## src/rtl/pwm_width_controller.sv

```systemverilog
// rtl/pwm_width_controller.sv - PWM width code sequencer with period-boundary updates
//
// Holds a requested 2-bit width code as a target and applies it to the PWM
// width register only on PWM period boundaries, so a pulse is never cut short
// or stretched mid-period. Drives the register's reset input until the first
// period boundary after reset.
//
// Optional feature macro: PWM_RAMP_EN
//   defined   - soft ramp, one code step every RAMP_PERIODS period strobes
//   undefined - jump straight to the target on the first period strobe
//
// Ports:
//   clock_i          system clock, rising edge
//   reset_i          synchronous active-high reset
//   width_up_i       one-cycle request: target + 1
//   width_down_i     one-cycle request: target - 1
//   width_load_i     one-cycle request: target = width_value_i
//   width_value_i    code used by width_load_i
//   period_end_i     one-cycle strobe from the PWM counter at period wrap
//   pwm_width_o      active width code to the register
//   register_reset_o reset input of the width register
//   update_busy_o    high while the active code differs from the target
//   update_done_o    one-cycle pulse when the active code reaches the target
//   limit_hit_o      one-cycle pulse on a saturated up/down request

module pwm_width_controller #(
    parameter int RAMP_PERIODS = 4
) (
    input  logic       clock_i,
    input  logic       reset_i,
    input  logic       width_up_i,
    input  logic       width_down_i,
    input  logic       width_load_i,
    input  logic [1:0] width_value_i,
    input  logic       period_end_i,
    output logic [1:0] pwm_width_o,
    output logic       register_reset_o,
    output logic       update_busy_o,
    output logic       update_done_o,
    output logic       limit_hit_o
);

    if (RAMP_PERIODS < 1) begin : g_bad_ramp_periods
        $error("RAMP_PERIODS must be at least 1");
    end

    typedef enum logic [1:0] {
        ST_INIT    = 2'd0,
        ST_STEADY  = 2'd1,
        ST_PENDING = 2'd2
    } state_t;

    state_t     state_q, state_d;
    logic [1:0] target_q, target_d;
    logic [1:0] pwm_q, pwm_d;
    logic       reg_reset_q, reg_reset_d;
    logic       busy_q, busy_d;
    logic       done_q, done_d;
    logic       limit_q, limit_d;

`ifdef PWM_RAMP_EN
    localparam int CW = $clog2(RAMP_PERIODS + 1);
    localparam logic [CW-1:0] RAMP_MAX = CW'(RAMP_PERIODS);

    logic [CW-1:0] cnt_q, cnt_d;
    logic [CW-1:0] cnt_inc;
    logic [1:0]    pwm_step;

    assign cnt_inc = cnt_q + 1'b1;

    // Step direction is taken from the pre-edge target; no step if already equal.
    always_comb begin
        pwm_step = pwm_q;
        if (target_q > pwm_q) begin
            pwm_step = pwm_q + 2'd1;
        end else if (target_q < pwm_q) begin
            pwm_step = pwm_q - 2'd1;
        end
    end
`endif

    // Request decode: load beats up beats down; up+down together cancel out.
    always_comb begin
        target_d = target_q;
        limit_d  = 1'b0;
        if (width_load_i) begin
            target_d = width_value_i;
        end else if (width_up_i && !width_down_i) begin
            if (target_q == 2'b11) begin
                limit_d = 1'b1;
            end else begin
                target_d = target_q + 2'd1;
            end
        end else if (width_down_i && !width_up_i) begin
            if (target_q == 2'b00) begin
                limit_d = 1'b1;
            end else begin
                target_d = target_q - 2'd1;
            end
        end
    end

    always_comb begin
        state_d     = state_q;
        pwm_d       = pwm_q;
        reg_reset_d = reg_reset_q;
        done_d      = 1'b0;
`ifdef PWM_RAMP_EN
        cnt_d       = cnt_q;
`endif
        case (state_q)
            ST_INIT: begin
                reg_reset_d = 1'b1;
                pwm_d       = 2'b00;
                if (period_end_i) begin
                    reg_reset_d = 1'b0;
                    state_d     = (target_q == 2'b00) ? ST_STEADY : ST_PENDING;
`ifdef PWM_RAMP_EN
                    cnt_d       = '0;
`endif
                end
            end
            ST_STEADY: begin
                // Compare the post-edge target so busy rises the cycle after a request.
                if (target_d != pwm_q) begin
                    state_d = ST_PENDING;
`ifdef PWM_RAMP_EN
                    cnt_d   = '0;
`endif
                end
            end
            ST_PENDING: begin
`ifdef PWM_RAMP_EN
                if (period_end_i && (cnt_inc == RAMP_MAX)) begin
                    cnt_d = '0;
                    pwm_d = pwm_step;
                    if (pwm_step == target_d) begin
                        state_d = ST_STEADY;
                        done_d  = 1'b1;
                    end
                end else begin
                    if (period_end_i) begin
                        cnt_d = cnt_inc;
                    end
                    // Target came back to the active code: nothing left to apply.
                    if (target_d == pwm_q) begin
                        state_d = ST_STEADY;
                    end
                end
`else
                if (period_end_i) begin
                    pwm_d = target_q;
                    // A request in the same cycle moves the target again; keep pending.
                    if (target_d == target_q) begin
                        state_d = ST_STEADY;
                        done_d  = 1'b1;
                    end
                end else if (target_d == pwm_q) begin
                    state_d = ST_STEADY;
                end
`endif
            end
            default: begin
                state_d = ST_INIT;
            end
        endcase
        busy_d = (state_d == ST_PENDING);
    end

    always_ff @(posedge clock_i) begin
        if (reset_i) begin
            state_q     <= ST_INIT;
            target_q    <= 2'b00;
            pwm_q       <= 2'b00;
            reg_reset_q <= 1'b1;
            busy_q      <= 1'b0;
            done_q      <= 1'b0;
            limit_q     <= 1'b0;
`ifdef PWM_RAMP_EN
            cnt_q       <= '0;
`endif
        end else begin
            state_q     <= state_d;
            target_q    <= target_d;
            pwm_q       <= pwm_d;
            reg_reset_q <= reg_reset_d;
            busy_q      <= busy_d;
            done_q      <= done_d;
            limit_q     <= limit_d;
`ifdef PWM_RAMP_EN
            cnt_q       <= cnt_d;
`endif
        end
    end

    assign pwm_width_o      = pwm_q;
    assign register_reset_o = reg_reset_q;
    assign update_busy_o    = busy_q;
    assign update_done_o    = done_q;
    assign limit_hit_o      = limit_q;

endmodule

```

## config.mk

```make
export PLATFORM = sky130hd
export DESIGN_NAME = pwm_width_controller
export DESIGN_NICKNAME = d
export VERILOG_FILES = /design/src/rtl/pwm_width_controller.sv
export SDC_FILE = /design/constraint.sdc
export NUM_CORES = 1
export LEC_CHECK = 0
export CAP_MARGIN = 0
export CELL_PAD_IN_SITES_DETAIL_PLACEMENT = 1
export CELL_PAD_IN_SITES_GLOBAL_PLACEMENT = 2
export CORE_ASPECT_RATIO = 0.8
export CORE_MARGIN = 3
export CORE_UTILIZATION = 30
export CTS_BUF_LIST = sky130_fd_sc_hd__clkbuf_8
export DETAILED_ROUTE_END_ITERATION = 8
export PLACE_DENSITY = 0.89
export SETUP_SLACK_MARGIN = 0.3
export SYNTH_ARGS = -nofsm -noshare
export SYNTH_HDL_FRONTEND = slang
export SYNTH_SLANG_ARGS = --single-unit
```

## constraint.sdc

```tcl
create_clock -name clock_i -period 5.35 [get_ports clock_i]
set_clock_uncertainty 0.1 [all_clocks]
set_input_delay 1.07 -clock clock_i [delete_from_list [all_inputs] [get_ports clock_i]]
set_output_delay 1.07 -clock clock_i [all_outputs]
set_load 0.01 [all_outputs]
```

==> impl_metrics.ini, run 1 <==
[run_status]
outcome = completed

[route]
route.detailed.wl_per_inst_um = 12.7
vias_per_cell = 5.11
detail_route.iter0.violations = 7
drt_drc_violations_left = 0
detailroute.via_count = 547
routed_wl_mm = 1.36
first_pass_iters = 3
final_antenna_net_count = 0

[sta]
period_minus_slack_ps = 2880
setup_viol = 0
rsz_0062_raised_after_global_routing = no
fin_tns_setup_ps = 0
timing.final.crit_share = 0.538
maxClockFrequency_mhz = 348
final_max_slew_violation_count = 0
hold_viol = 0
worst_slew_margin_rel = 0.732
worst_slew_pin_slew_ps = 401
worst_slack_ps = 2470

[worst_setup_path]
timing.critical_path.to_type = flip-flop
max_stage_delay_ps = 580
regToRegStartpoint = target_q[0]
worstPathCellList = clkdlybuf4s50_1 -> nand2b_1 -> a21oi_2 -> o31ai_2 -> xor2_1 -> o311ai_1 -> a31oi_1
ff2ff_path_depth = 6
timing.critical_path.slowest_stage_cell = clkdlybuf4s50_1
crit_arrival_ps = 2890
path_delay_family = compound AO/OA/AOI/OAI gates
cp_data_required_time_ps = 5360
cp-start-kind = input pin
r2r_setup_slk_ps = 3390
r2r_end = state_q[1]
setup.worst_path.class = in -> reg
critical_path_buf_inv_count = 1
critPathMaxFanout = 6

[cts]
clk_latency_worst_skew_pair_ps = 230
cts.repair_timing.setup_buffer_count = 0
post_cts_hold_buffer_count = 0
clkTransAtPathRegs_ps = 50
h-tree-depth = 1
cts_max_path_buffers = 2
tritoncts.num_buffers = 3
post_cts.resized_instances = 0
cts_root_buffer = clkbuf_8
tritoncts = done
cts_num_sinks = 10

[yosys]
synthesis.area_um2 = 572
ys_seq_elements = 10
post_synth_and_or_nand_nor_area_fraction = 0.260
synth_warnings = 0
yosys.area_share.xor_xnor = 0.0613
netlist.top_cell.by_area = dfxtp_1
avgSynthCellArea_um2 = 7.94
synthCells = 72
synth.area.top_cells = dfxtp_1 35%, nand2_1 5.3%, nor2_1 4.6%, xor2_1 4.6%, a31oi_1 4.4%
post-synth-top-area-fraction = 0.350
synth_cell_type_count = 31
synth_compound_area_frac = 0.252
synth_nets = 80
post_synth_fa_ha_maj_area_fraction = 0
seq_area_frac_synth = 0.350
main_combinational_cell_family_by_area_after_synthesis = simple AND/OR/NAND/NOR gates
synth.area.mux_share = 0.0350

[pwr]
switching_power_share_of_the_total = 0.253
power.internal_mw = 0.167
clkPwrFrac = 0.416
p_seq_frac = 0.389
finalPower_mw = 0.224
total_switching_power_mw = 0.0567
power.ir.vdd_worst_mv = 0.139
power_density_mw_per_mm2 = 293
static-leakage-power_nw = 0.277
logic_gate_share_of_total_power = 0.195

[floorplan]
design.die.area_mm2 = 0.00247
start_util = 0.335
placement_rows = 13
design.core.area_mm2 = 0.00171
i_o_pins = 14
floorplan.die.height_um = 45.1
floorplan.die.width_um = 54.8

[placed_design]
final_gp_congestion = 0.810
pre_cts_ws_ps = 2280
place.detailed.hpwl_mm = 1.05
io_buffer_count = 13
dpl.cell_count = 103

[finish]
insertedDiodeCount = 0
finalNonFillerCells = 107
design.final.nets = 94
syn2layout_area_growth_pct = 33.7
final_layout_size_suffix_gt1_frac = 0.0824

[worst_hold_path]
worst_hold_startpoint = pwm_width_o[1]
whs_path_depth = 2
worstHoldPathType = reg -> reg
worstHoldEndpoint = pwm_width_o[1]

[global_route]
grt_usage = 0.133
first_global_vias = 491
grt_pass1_wl_mm = 2.22
grt_max_degree = 11
grt_overflow = 0
antenna_found_initial = 0

[flow_run]
drv_cap = 0
cells by family (layout without fill, tap and decap cells):
family / count (synthesis) / in the layout
AOI/OAI and AO/OA: 21 / 21
xor gates and xnor gates: 4 / 4
buffers and inverters: 5 / 18
DFF: 10 / 10
muxes: 2 / 2
and+or+nand+nor: 30 / 30
layout by cell type (no fill, tap or decap):
master | netlist | routed
clkbuf_8 | 0 | 4
or3_1 | 3 | 3
inv_1 | 1 | 1
o211ai_1 | 1 | 1
nor2b_1 | 2 | 2
mux2i_1 | 2 | 2
o31a_1 | 1 | 1
nand2b_1 | 4 | 4
or2_2 | 1 | 1
a21oi_1 | 4 | 4
xor2_1 | 3 | 3
a31oi_1 | 4 | 4
a21oi_2 | 1 | 1
nand3b_1 | 1 | 1
nor2_1 | 7 | 7
nand2_1 | 8 | 8
nand3_1 | 1 | 1
o311ai_0 | 1 | 1
xnor2_1 | 1 | 1
nor3_1 | 2 | 2
a21o_1 | 1 | 1
o31ai_2 | 1 | 1
clkdlybuf4s50_1 | 0 | 13
o311ai_1 | 1 | 1
o21ai_0 | 4 | 4
nor3b_1 | 1 | 1
a2bb2oi_1 | 1 | 1
o21a_1 | 1 | 1
dfxtp_1 | 10 | 10
synth_stat cells (all sizes together):
library cell	number
or2	1
o31a	1
nand3	1
nor3	2
nand3b	1
a21o	1
xnor2	1
a2bb2oi	1
inv	1
o21ai	4
o211ai	1
o31ai	1
nor3b	1
o21a	1
nor2	7
nand2	8
nor2b	2
clkbuf	1
dfxtp	10
a21oi	5
nand2b	4
buf	3
o311ai	2
a31oi	4
mux2i	2
or3	3
xor2	3
registers in the layout, summed over array words and instances (netlist names):
signal            count
limit_hit_o           1
pwm_width_o           2
register_reset_o      1
state_q               2
target_q              2
update_busy_o         1
update_done_o         1
stage by stage:
step,instance area [um^2],util,hold slack [ps]
after floorplan,572,-,417
after global placement,709,0.415,390
after detailed placement,709,0.415,400
after CTS,764,0.448,413
after global routing,764,0.448,437
final,764,0.448,408
power groups by stage:
stage,logic (mW),clock network (mW),registers (mW)
after floorplan,0.0294,0,0.0860
after global placement,0.0434,0,0.0883
after detailed placement,0.0438,0,0.0882
after CTS,0.0442,0.0962,0.0868
after global routing,0.0491,0.100,0.0875
final,0.0437,0.0931,0.0869
metal layers:
metal / global-route usage / share of wire
met2: 0.175 / 0.45
met1: 0.174 / 0.49
met3: 0.0726 / 0.054
met4: 0.0597 / 0.0059
met5: 0 / 0
how the worst max path moves through the flow:
| stage | slack [ps] | cells after the start | endpoint | startpoint |
|---|---|---|---|---|
| 2_1_floorplan | 2920 | 6 | state_q[1] | width_load_i |
| 3_3_place_gp | 2360 | 7 | state_q[1] | width_down_i |
| 3_5_place_dp | 2280 | 7 | update_busy_o | width_up_i |
| 4_1_cts | 2480 | 7 | update_busy_o | width_up_i |
| 5_1_grt | 2330 | 7 | update_busy_o | width_up_i |
| 6_report | 2470 | 7 | state_q[1] | width_up_i |
cell type report:
class / count / area, um^2
Multi-Input combinational cell: 57 / 348
Clock buffer: 4 / 55.1
Inverter: 1 / 3.75
Tap cell: 22 / 27.5
Sequential cell: 10 / 200
Fill cell: 205 / 943
Timing Repair Buffer: 13 / 130
worst register-to-register path, delay by kind of cell, from the launching register on:
| kind | cells | cell delay (ps) |
|---|---|---|
| xor gates and xnor gates | 1 | 170 |
| AOI/OAI and AO/OA | 3 | 750 |
| and+or+nand+nor | 2 | 300 |
| DFF | 1 | 520 |
No activity file was read; power rests on OpenSTA's default activity.
==> run 2, diff against run 1 <==
--- a/config.mk
+++ b/config.mk
@@ -10,10 +10,10 @@
 export CELL_PAD_IN_SITES_GLOBAL_PLACEMENT = 2
 export CORE_ASPECT_RATIO = 0.8
 export CORE_MARGIN = 3
-export CORE_UTILIZATION = 30
+export CORE_UTILIZATION = 25
 export CTS_BUF_LIST = sky130_fd_sc_hd__clkbuf_8
 export DETAILED_ROUTE_END_ITERATION = 8
-export PLACE_DENSITY = 0.89
+export PLACE_DENSITY = 0.8
 export SETUP_SLACK_MARGIN = 0.3
 export SYNTH_ARGS = -nofsm -noshare
 export SYNTH_HDL_FRONTEND = slang
==> constraint.sdc (replaced) <==
create_clock -name clock_i -period 2.6 [get_ports clock_i]
set_clock_uncertainty 0.1 [all_clocks]
set_input_delay 0.52 -clock clock_i [delete_from_list [all_inputs] [get_ports clock_i]]
set_output_delay 0.52 -clock clock_i [all_outputs]
set_load 0.01 [all_outputs]
==> impl_metrics.ini, run 2 (synthesis gave the netlist of run 1 again) <==
[pwr]
power.ir.vdd_worst_mv = 0.416
finalPower_mw = 0.472
power_density_mw_per_mm2 = 597
static-leakage-power_nw = 0.298

[finish]
layout_commonest_cell = clkdlybuf4s50_1
layout.area.seq_um2 = 200
insertedDiodeCount = 0
layout_common_cells = 11 x clkdlybuf4s50_1, 10 x dfxtp_1, 8 x nand2_1, 7 x nor2_1
final_layout_size_suffix_gt1_frac = 0.116
multi_input_area_um2 = 363
design.final.nets = 95
syn2layout_area_growth_pct = 38.3
fill_cells = 250
finish.utilization = 0.393

[worst_setup_path]
setup.worst_path.class = in -> reg
ff2ff_path_depth = 6
regToRegStartpoint = target_q[0]
max_stage_delay_ps = 530
timing.critical_path.slowest_stage_cell = clkdlybuf4s50_1
worstPathCellList = clkdlybuf4s50_1 -> buf_4 -> o31ai_2 -> xor2_1 -> or3_1 -> a31oi_1
critPathMaxFanout = 8
cp-start-kind = input pin
r2r_setup_slk_ps = 640
timing.critical_path.to_type = flip-flop
crit_arrival_ps = 2240
cp_data_required_time_ps = 2660
r2r_end = state_q[0]

[cts]
cts_max_path_buffers = 2
cts.repair_timing.setup_buffer_count = 0
h-tree-depth = 1
tritoncts = done
cts_num_sinks = 10
clk_latency_worst_skew_pair_ps = 240
tritoncts.num_buffers = 3
clkTransAtPathRegs_ps = 50
cts_root_buffer = clkbuf_8

[worst_hold_path]
whs_path_depth = 2
worstHoldEndpoint = register_reset_o
worstHoldPathType = reg -> reg
worst_hold_startpoint = register_reset_o

[route]
drt_drc_violations_left = 0
wl_met1_um = 738
routed_wl_mm = 1.48
dr_wl_met2_um = 637
met3RoutedLength_um = 77
detail_route.iter0.violations = 9
vias_per_cell = 5.11
top_layer_used = met4
final_antenna_net_count = 0
route.detailed.wl_per_inst_um = 13.5
detailroute.via_count = 562
first_pass_iters = 4

[sta]
rsz_0062_raised_after_global_routing = no
final_max_slew_violation_count = 0
hold_viol = 0
period_minus_slack_ps = 2180
worst_slew_pin_slew_ps = 374
setup_viol = 0
maxClockFrequency_mhz = 460
timing.final.crit_share = 0.837
fin_tns_setup_ps = 0
worst_slew_margin_rel = 0.751

[run_status]
outcome = completed

[floorplan]
floorplan.die.width_um = 59.5
floorplan.die.height_um = 48.8
design.die.area_mm2 = 0.00290
i_o_pins = 14
placement_rows = 14
start_util = 0.284
design.core.area_mm2 = 0.00201

[global_route]
grt_overflow = 0
grt_usage = 0.121
first_global_vias = 568
grt_max_degree = 11
antenna_found_initial = 0
grt_pass1_wl_mm = 2.65

[flow_run]
drv_cap = 0

[placed_design]
final_gp_congestion = 0.799
io_buffer_count = 13
place.detailed.hpwl_mm = 1.16
-- run 2: changes by cell type in the layout (fill, tap and decap cells not counted) --
cell	change
o311ai_2	+1
buf_4	+1
nand2b_1	-1
o311ai_1	-1
clkdlybuf4s50_1	-2
dlygate4sd2_1	+1
nand2b_4	+1
dlymetal6s2s_1	+1
-- run 2: area by class of cell --
type / count / area share
multi-input combinational: 57 / 0.459
sequential: 10 / 0.253
timing repair buffer: 14 / 0.176
clock buffer: 4 / 0.0696
tap: 24 / 0.0380
inverter: 1 / 0.00475
-- run 2: repair_timing --
item	CTS	global route
gates resized for setup	3	1
endpoints found under the setup margin	3	3
pin swaps	0	1
hold buffers	0	0
-- run 2: worst max path at each step --
| stage | startpoint | to | slack (ps) | cells past startpoint |
|---|---|---|---|---|
| 6_report | width_load_i | state_q[0] | 420 | 6 |
| 4_1_cts | width_up_i | state_q[0] | 330 | 7 |
| 5_1_grt | width_load_i | update_busy_o | 330 | 6 |
| 3_5_place_dp | width_up_i | update_busy_o | 30 | 7 |
| 3_3_place_gp | width_up_i | update_busy_o | 140 | 7 |
| 2_1_floorplan | width_load_i | state_q[1] | 720 | 6 |
-- run 2: per-layer routing --
| layer | up-vias | GRT usage |
|---|---|---|
| met5 | - | 0 |
| met4 | 0 | 0.0415 |
| met3 | 4 | 0.0608 |
| met2 | 12 | 0.165 |
| met1 | 260 | 0.161 |
| li1 | 286 | - |
-- run 2: where the power goes --
group | internal (mW) | switching (mW) | leakage (nW) | total, mW
logic | 0.0476 | 0.0482 | 0.187 | 0.0959
registers | 0.165 | 0.0147 | 0.0818 | 0.180
clock network | 0.133 | 0.0629 | 0.0288 | 0.196
total | 0.346 | 0.126 | 0.298 | 0.472
-- run 2: critical path, delay by kind of cell --
family,cells,cell delay [ps]
AOI/OAI and AO/OA,2,440
xor gates and xnor gates,1,160
and+or+nand+nor,1,380
buffers and inverters,2,740
-- run 2: through the flow --
step	worst slack [ps]	instance area, um^2	hold slack, ps	instances
6_report	425	791	399	110
4_1_cts	328	788	405	110
3_3_place_gp	142	719	386	106
3_5_place_dp	31.9	719	390	106
5_1_grt	332	791	431	110
2_1_floorplan	721	572	417	72
==> run 3, diff against run 2 <==
==> constraint.sdc (replaced) <==
create_clock -name clock_i -period 2 [get_ports clock_i]
set_clock_uncertainty 0.1 [all_clocks]
set_input_delay 0.4 -clock clock_i [delete_from_list [all_inputs] [get_ports clock_i]]
set_output_delay 0.4 -clock clock_i [all_outputs]
set_load 0.01 [all_outputs]
==> impl_metrics.ini, run 3 (synthesis gave the netlist of run 1 again) <==
[cts]
cts_root_buffer = clkbuf_8
cts_num_sinks = 10
clkTransAtPathRegs_ps = 50
cts_max_path_buffers = 2
tritoncts.num_buffers = 3
h-tree-depth = 1
post_cts_hold_buffer_count = 0
clk_latency_worst_skew_pair_ps = 240
tritoncts = done

[global_route]
first_global_vias = 536
grt_usage = 0.116
grt_max_degree = 11
antenna_found_initial = 0
grt_pass1_wl_mm = 2.50
grt_overflow = 0

[finish]
design.final.nets = 104
design_area_um2 = 866
finalNonFillerCells = 118
layout_common_cells = 10 x buf_4, 8 x nand2_1, 8 x clkdlybuf4s50_1, 7 x dfxtp_1, 6 x nor2_1
layout_commonest_cell = buf_4
syn2layout_area_growth_pct = 51.4
insertedDiodeCount = 0
finish.utilization = 0.430
final_layout_size_suffix_gt1_frac = 0.298

[sta]
worst_slack_ps = 264
rsz_0062_raised_after_global_routing = yes
maxClockFrequency_mhz = 576
fin_hold_ws_ps = 418
final_max_slew_violation_count = 0
worst_slew_margin_rel = 0.789
hold_viol = 0
timing.final.crit_share = 0.868
worst_slew_pin_slew_ps = 314
setup_viol = 0
period_minus_slack_ps = 1740

[worst_setup_path]
crit_arrival_ps = 1740
timing.critical_path.slowest_stage_cell = or3_1
ff2ff_path_depth = 7
r2r_setup_slk_ps = 260
regToRegStartpoint = target_q[0]
critPathMaxFanout = 6
setup.worst_path.class = reg -> reg
r2r_end = update_busy_o
timing.critical_path.to_type = flip-flop
cp-start-kind = flip-flop
max_stage_delay_ps = 380
worstPathCellList = buf_4 -> nor2_4 -> a2bb2oi_1 -> nor2_1 -> or3_1 -> o311ai_2 -> a31oi_1
cp_data_required_time_ps = 2010

[pwr]
power.ir.vdd_worst_mv = 0.304
static-leakage-power_nw = 0.341
power_density_mw_per_mm2 = 681

[worst_hold_path]
worstHoldPathType = reg -> reg
worst_hold_startpoint = register_reset_o
worstHoldEndpoint = register_reset_o
whs_path_depth = 2

[floorplan]
floorplan.die.height_um = 48.8
i_o_pins = 14
placement_rows = 14
design.core.area_mm2 = 0.00201
design.die.area_mm2 = 0.00290
floorplan.die.width_um = 59.5
start_util = 0.284

[placed_design]
final_gp_congestion = 0.810
place.detailed.hpwl_mm = 1.17
placed_area_um2 = 779
io_buffer_count = 13
pre_cts_ws_ps = -414
dpl.cell_count = 114

[route]
route.detailed.wl_per_inst_um = 13.0
drt_drc_violations_left = 0
routed_wl_mm = 1.54
detail_route.iter0.violations = 6
vias_per_cell = 4.82
final_antenna_net_count = 0
detailroute.via_count = 569
first_pass_iters = 4

[run_status]
outcome = completed

[flow_run]
drv_cap = 0
## run 3: final cells by class
type | count | area (um^2)
clock buffers | 3 | 41.3
fillers | 248 | 1150
inverters | 1 | 3.75
multi-input cells | 57 | 393
flip-flops and latches | 10 | 206
well taps | 24 | 30.0
repair buffers | 23 | 191
## run 3: worst max-delay path by stage
stage,from,to,slack (ps)
3_3_place_gp,width_up_i,update_busy_o,-330
5_1_grt,target_q[0],update_busy_o,170
2_1_floorplan,target_q[0],state_q[1],320
4_1_cts,target_q[0],update_busy_o,270
6_report,target_q[0],update_busy_o,260
3_5_place_dp,width_up_i,state_q[1],-410
## run 3: stage by stage
step | setup TNS, ps | power (mW)
after global routing | 0 | 0.619
after CTS | 0 | 0.587
after detailed placement | -1340 | 0.369
after global placement | -1060 | 0.369
after floorplan | 0 | 0.309
final | 0 | 0.590
## run 3: what timing repair did
item,in CTS,in global routing
resized for setup,19,5
endpoints found under the setup margin,4,5
buffers inserted,0,1
pin swaps,6,3
hold endpoints to repair,0,0
## run 3: critical path, delay by kind of cell (launching register included)
family          cells  cell delay, ps
simple gates        3             580
compound gates      3             400
flops               1             350
buf+inv             1             160
## run 3: power by group
part	internal (mW)	switching, mW	leakage (nW)
combinational	0.0763	0.0695	0.236
sequential	0.215	0.0179	0.0833
clock	0.132	0.0794	0.0216
## run 3: routing by layer
| metal | wire, um | part of all wire | global-route usage | vias up |
|---|---|---|---|---|
| met2 | 679 | 0.44 | 0.147 | 9 |
| met5 | 0 | 0 | 0 | - |
| li1 | - | - | - | 298 |
| met3 | 50 | 0.033 | 0.0476 | 2 |
| met4 | 17 | 0.011 | 0.0453 | 0 |
| met1 | 791 | 0.51 | 0.169 | 260 |
